### src/rtl/dot_arbiter.sv
// ============================================================================
// dot_arbiter : round-robin scheduler sharing one vecvec dot-product engine
//               among NUM_REQ requesters, one job in flight at a time.
// Revision    : 1.0 - initial release
// ============================================================================
`default_nettype none

module dot_arbiter #(
  parameter int DATA_WIDTH  = 32,
  parameter int BIN_POS     = 16,
  parameter int VECTOR_SIZE = 4,
  parameter int NUM_REQ     = 4,
  parameter int TIMEOUT     = 1024,
  localparam int ID_W = (NUM_REQ > 1) ? $clog2(NUM_REQ) : 1,
  localparam int VW   = VECTOR_SIZE * DATA_WIDTH
) (
  input  logic                       clk_i,
  input  logic                       rst_i,          // active-low, synchronous
  input  logic [NUM_REQ-1:0]         req_i,
  input  logic [NUM_REQ*VW-1:0]      req_vec_a_i,
  input  logic [NUM_REQ*VW-1:0]      req_vec_b_i,
  output logic [NUM_REQ-1:0]         grant_o,
  output logic                       busy_o,
  output logic                       resp_valid_o,
  input  logic                       resp_ready_i,
  output logic [ID_W-1:0]            resp_id_o,
  output logic [DATA_WIDTH-1:0]      resp_dot_o,
  output logic                       resp_err_o,
  output logic                       eng_rst_o,
  input  logic                       eng_ready_i,
  input  logic                       eng_complete_i,
  output logic [VW-1:0]              eng_vec_a_o,
  output logic [VW-1:0]              eng_vec_b_o,
  input  logic [DATA_WIDTH-1:0]      eng_dot_i
);

  localparam int CNT_W = $clog2(TIMEOUT + 1);
  localparam logic [CNT_W-1:0] CNT_LAST = CNT_W'(TIMEOUT - 1);
  localparam bit CFG_OK = (NUM_REQ >= 2) && (TIMEOUT >= 1) &&
                          (BIN_POS >= 0) && (BIN_POS < DATA_WIDTH);

  // BIN_POS only matters to the engine; an unusable configuration adds no logic here.
  if (!CFG_OK) begin : g_cfg_invalid
  end

  typedef enum logic [1:0] {
    S_IDLE = 2'd0,
    S_LOAD = 2'd1,
    S_RUN  = 2'd2,
    S_DONE = 2'd3
  } state_e;

  state_e                 state_q, state_d;
  logic [NUM_REQ-1:0]     grant_q, grant_d;
  logic [ID_W-1:0]        ptr_q, ptr_d;
  logic [ID_W-1:0]        resp_id_q, resp_id_d;
  logic                   resp_valid_q, resp_valid_d;
  logic                   resp_err_q, resp_err_d;
  logic [DATA_WIDTH-1:0]  resp_dot_q, resp_dot_d;
  logic                   eng_rst_q, eng_rst_d;
  logic [VW-1:0]          vec_a_q, vec_a_d;
  logic [VW-1:0]          vec_b_q, vec_b_d;
  logic [CNT_W-1:0]       cnt_q, cnt_d;

  logic                   hi_found, lo_found;
  logic [ID_W-1:0]        hi_idx, lo_idx, win_idx;
  logic [VW-1:0]          cap_a, cap_b;

  // Rotating priority: first requester at or above the pointer, else the lowest one.
  always_comb begin
    hi_found = 1'b0;
    lo_found = 1'b0;
    hi_idx   = '0;
    lo_idx   = '0;
    for (int i = 0; i < NUM_REQ; i++) begin
      if (!hi_found && req_i[i] && (ID_W'(i) >= ptr_q)) begin
        hi_found = 1'b1;
        hi_idx   = ID_W'(i);
      end
      if (!lo_found && req_i[i]) begin
        lo_found = 1'b1;
        lo_idx   = ID_W'(i);
      end
    end
    win_idx = hi_found ? hi_idx : lo_idx;
  end

  always_comb begin
    cap_a = '0;
    cap_b = '0;
    for (int i = 0; i < NUM_REQ; i++) begin
      if (win_idx == ID_W'(i)) begin
        cap_a = req_vec_a_i[i*VW +: VW];
        cap_b = req_vec_b_i[i*VW +: VW];
      end
    end
  end

  always_comb begin
    state_d      = state_q;
    grant_d      = '0;
    ptr_d        = ptr_q;
    resp_id_d    = resp_id_q;
    resp_valid_d = resp_valid_q;
    resp_err_d   = resp_err_q;
    resp_dot_d   = resp_dot_q;
    eng_rst_d    = eng_rst_q;
    vec_a_d      = vec_a_q;
    vec_b_d      = vec_b_q;
    cnt_d        = cnt_q;

    unique case (state_q)
      S_IDLE: begin
        if (|req_i) begin
          grant_d   = {{(NUM_REQ-1){1'b0}}, 1'b1} << win_idx;
          resp_id_d = win_idx;
          vec_a_d   = cap_a;
          vec_b_d   = cap_b;
          ptr_d     = (win_idx == ID_W'(NUM_REQ - 1)) ? '0 : win_idx + 1'b1;
          state_d   = S_LOAD;
        end
      end

      S_LOAD: begin
        eng_rst_d = 1'b1;
        if (eng_ready_i) begin
          eng_rst_d = 1'b0;
          cnt_d     = '0;
          state_d   = S_RUN;
        end
      end

      S_RUN: begin
        cnt_d = cnt_q + 1'b1;
        // Completion takes precedence over a timeout in the same cycle.
        if (eng_complete_i) begin
          resp_dot_d   = eng_dot_i;
          resp_err_d   = 1'b0;
          resp_valid_d = 1'b1;
          eng_rst_d    = 1'b1;
          state_d      = S_DONE;
        end else if (cnt_q == CNT_LAST) begin
          resp_dot_d   = '0;
          resp_err_d   = 1'b1;
          resp_valid_d = 1'b1;
          eng_rst_d    = 1'b1;
          state_d      = S_DONE;
        end
      end

      S_DONE: begin
        if (resp_ready_i) begin
          resp_valid_d = 1'b0;
          state_d      = S_IDLE;
        end
      end

      default: state_d = S_IDLE;
    endcase
  end

  always_ff @(posedge clk_i) begin
    if (!rst_i) begin
      state_q      <= S_IDLE;
      grant_q      <= '0;
      ptr_q        <= '0;
      resp_id_q    <= '0;
      resp_valid_q <= 1'b0;
      resp_err_q   <= 1'b0;
      resp_dot_q   <= '0;
      eng_rst_q    <= 1'b1;
      vec_a_q      <= '0;
      vec_b_q      <= '0;
      cnt_q        <= '0;
    end else begin
      state_q      <= state_d;
      grant_q      <= grant_d;
      ptr_q        <= ptr_d;
      resp_id_q    <= resp_id_d;
      resp_valid_q <= resp_valid_d;
      resp_err_q   <= resp_err_d;
      resp_dot_q   <= resp_dot_d;
      eng_rst_q    <= eng_rst_d;
      vec_a_q      <= vec_a_d;
      vec_b_q      <= vec_b_d;
      cnt_q        <= cnt_d;
    end
  end

  assign grant_o      = grant_q;
  assign busy_o       = (state_q != S_IDLE);
  assign resp_valid_o = resp_valid_q;
  assign resp_id_o    = resp_id_q;
  assign resp_dot_o   = resp_dot_q;
  assign resp_err_o   = resp_err_q;
  assign eng_rst_o    = eng_rst_q;
  assign eng_vec_a_o  = vec_a_q;
  assign eng_vec_b_o  = vec_b_q;

endmodule

`default_nettype wire

### config.mk
export PLATFORM = sky130hd
export DESIGN_NAME = dot_arbiter
export DESIGN_NICKNAME = d
export VERILOG_FILES = /design/src/rtl/dot_arbiter.sv
export SDC_FILE = /design/constraint.sdc
export NUM_CORES = 1
export LEC_CHECK = 0
export CAP_MARGIN = 20
export CORE_AREA = 2 2 530 532
export CTS_CLUSTER_DIAMETER = 80
export CTS_CLUSTER_SIZE = 8
export DETAILED_ROUTE_END_ITERATION = 10
export DIE_AREA = 0 0 532 534
export GPL_ROUTABILITY_DRIVEN = 0
export SYNTH_ARGS = -nofsm -noshare
export SYNTH_HDL_FRONTEND = slang
export SYNTH_SLANG_ARGS = --single-unit
### constraint.sdc
create_clock -name clk_i -period 3 [get_ports clk_i]
set_clock_uncertainty 0.05 [all_clocks]
set_input_delay 0.6 -clock clk_i [delete_from_list [all_inputs] [get_ports clk_i]]
set_output_delay 0.6 -clock clk_i [all_outputs]
set_load 0.05 [all_outputs]
==> flow_summary_export.csv <==
group,metric,value,unit
status,status,"complete, no violations",
final_layout,final_net_count,5293,
clock_network,cts_max_level,2,
yosys,yosysWarnings,0,
critical_path,critPathKind,"reg -> reg",
yosys,synth.area.top_cells,"dfxtp_1 33%, a21oi_1 14%, o21ai_0 14%",
power,irDropWorstVdd,441,uV
yosys,avgSynthCellArea,6.81,um2
placement,post_dp_cell_area,38800,um2
floorplanning,initial_core_util,6.85,%
hold_path,min_path_type,"in -> reg",
clock_network,cts_root_buf,"clkbuf_16",
drt,totalWireLength,246000,um
clock_network,cts_sinks,312,
floorplanning,dieArea,284000,um2
critical_path,arrival,3530,ps
power,powerDensity,931,nW/um2
drt,wl_per_cell,30.4,um
final_layout,area_growth,114,%
sta,slew_violations,0,
global_route,grt_pass1_wl,304000,um
yosys,syn-cell-area,19100,um2
critical_path,slowest_stage,"o21ai_0",
drt,dr.pass1.iters,5,
sta,setup_viol,0,
clock_network,clk_pin_slew,50,ps
clock_network,cts_buffer_depth,3,
sta,timing.setup.tns,0,ps
power,power,0.0380,W
global_route,antenna_found_initial,292,
final_layout,drive_gt1_share,11.2,%
drt,drt-vias-per-instance,3.61,
yosys,synth-main-ff-cell,"dfxtp_1",
critical_path,cpPeakStageDelay,520,ps
floorplanning,io_pins,1363,
sta,clock.fmax,342,MHz
yosys,ys_types,48,
floorplanning,coreArea,278000,um2
clock_network,cts_buffers,56,
critical_path,required,3610,ps
clock_network,cts_tree,"yes",
sta,max_slew_margin,35.6,%
final_layout,final_util,14.6,%
critical_path,crit_path_frequent_cell,"buf_4",
power,p_leak,13.8,nW
yosys,async_flop_share,0,%
global_route,grt_overflow,0,
critical_path,crit_buf_inv,4,
floorplanning,core.rowCount,194,
run,maxCapViolCount,0,
critical_path,cp-start-kind,"flip-flop",
clock_network,clock_latency,730,ps
placement,hpwl,218000,um
final_layout,postLayoutCellArea,40800,um2
sta,worstMarginPinSlew,966,ps
yosys,syn_inst,2802,
critical_path,worst_setup_path_end_kind,"flip-flop",
drt,drtIter0Drc,2071,
yosys,yosysSeqAreaShare,32.7,%
sta,hold_violations,0,
yosys,synth.ff_latch_count,312,
floorplanning,die_y,534,um
drt,drcViolationCount,0,
global_route,gr-usage-all-layers,16.5,%
yosys,synth.largest_area_cell,"dfxtp_1",
drt,vias,29100,
critical_path,cp_cell_sequence,"a21o_1, a21boi_0, o22ai_1, buf_4, ha_4, buf_12, nand2_1, o21ai_0, buf_4, o211ai_1, buf_4, a21oi_1",
drt,antenna_left,0,
sta,period_minus_slack,2920,ps
sta,rsz0062_at_grt,"no",
clock_network,postCtsSetupRepairBufs,0,
global_route,grt_pass1_vias,27900,
sta,period_share,97.5,%
floorplanning,die_w,532,um
yosys,syn-num-nets,3876,
critical_path,cp_top_family,"compound AO/OA/AOI/OAI gates",
yosys,synth_edf_count,0,
critical_path,worstPathMaxFanout,18,
placement,io_buffers,1362,
yosys,synth_top_area_share,32.7,%
global_route,grt_max_degree,101,
==> flip-flops by register name, summed over array words and instances, names as in the netlist <==
register,count
resp_err_o,1
resp_valid_o,1
eng_rst_o,1
resp_dot_o,32
eng_vec_a_o,128
grant_o,4
state_q,2
eng_vec_b_o,128
cnt_q,11
resp_id_o,2
ptr_q,2
==> power breakdown <==
| part | internal (W) | switching [W] | total, W |
|---|---|---|---|
| sequential | 0.00554 | 0.000884 | 0.00642 |
| clock | 0.00377 | 0.00273 | 0.00650 |
| combinational | 0.00856 | 0.0165 | 0.0250 |
==> worst reg2reg max path, delay by kind of cell (launching register included) <==
kind	cells	cell delay, ps
buffers and inverters	4	830
AND/OR/NAND/NOR	1	100
flip-flops	1	400
adder cells (fa/ha/maj)	1	180
AO/OA/AOI/OAI	6	1280
==> per-stage QoR <==
step                worst slack (ps)  instances  hold slack, ps
floorplan                        186       2802             400
global placement                -671       7885             417
detailed placement              -653       7885             416
CTS                             20.8       7970            63.6
global route                    5.21       8039             124
finish                          76.4       8074             162
==> repair_timing <==
action | in CTS | in global routing
endpoints found under the setup margin | 1 | 0
gates resized for setup | 1 | 0
hold buffers | 0 | 0
==> path summary, 6_finish.rpt <==
path / startpoint / to / slack (ps) / depth (start not counted)
worst max register to register: ptr_q[1]$_SDFFE_PN0P_ / eng_vec_a_o[101]$_SDFFE_PN0P_ / 80 / 12
worst max-delay path: ptr_q[1]$_SDFFE_PN0P_ / eng_vec_a_o[101]$_SDFFE_PN0P_ / 80 / 12
worst min register to register: resp_dot_o[28]$_SDFFE_PN0P_ / resp_dot_o[28]$_SDFFE_PN0P_ / 430 / 1
worst min-delay path: rst_i / eng_vec_a_o[110]$_SDFFE_PN0P_ / 160 / 3
==> metal layers <==
metal	global-route usage [%]	vias to the layer above	part of all wire [%]	wire length, um
met5	0.483	-	0.39	946
met4	8.37	148	5.8	14300
met3	7.52	617	11	28100
met2	27.2	1879	46	113000
met1	17.8	13600	36	89600
li1	-	12900	-	-
==> final cells by class <==
type	count	area, um2
timing repair buffer	1652	16200
clock buffer	63	1460
multi-input combinational	2187	11700
fill	32000	238000
sequential	312	6250
antenna	104	260
inverter	10	45.0
clock inverter	22	272
tap	3724	4660
==> synth_stat cells (all sizes together) (2+ instances only) <==
| library cell | number |
|---|---|
| a21oi | 519 |
| o21ai | 519 |
| nand2 | 517 |
| dfxtp | 312 |
| nand2b | 262 |
| o211ai | 254 |
| clkbuf | 224 |
| buf | 69 |
| a22o | 32 |
| nor2 | 10 |
| ha | 9 |
| nand3 | 9 |
| inv | 8 |
| nor3 | 7 |
| or3 | 6 |
| nand4 | 4 |
| nor2b | 4 |
| nor4 | 3 |
| o21a | 3 |
| xor2 | 3 |
| a211oi | 2 |
| a21boi | 2 |
| a221o | 2 |
| clkinv | 2 |
| mux2i | 2 |
| o31a | 2 |
| o31ai | 2 |
==> cell families (layout without fill, tap and decap cells) <==
family,after synthesis,after routing,synth area share (%)
XOR/XNOR,3,3,0.138
AO/OA/AOI/OAI,1346,1346,39.6
adder cells (fa/ha/maj),9,9,0.590
buffers and inverters,303,1747,6.55
multiplexers,3,3,0.164
other,0,104,0
AND/OR/NAND/NOR,826,826,20.2
flip-flops,312,312,32.7
==> placed cells by master (no fill, tap or decap), drive strengths merged, types with 2 or more instances in the layout <==
cell and n:
clkinvlp 5, nor2b 4, o31ai 2, buf 380
a21oi 519, o31a 2, nand2 517, clkdlybuf4s50 1271
xor2 3, o21a 3, diode 104, o211ai 254
nand3 9, a211oi 2, clkinv 12, bufinv 4
o21ai 519, a221o 2, inv 11, mux2i 2
nor4 3, nor2 10, a21boi 2, nor3 7
nand4 4, or3 6, dfxtp 312, nand2b 262
clkbuf 63, a22o 32, ha 9
No activity file was read; power rests on OpenSTA's default activity.
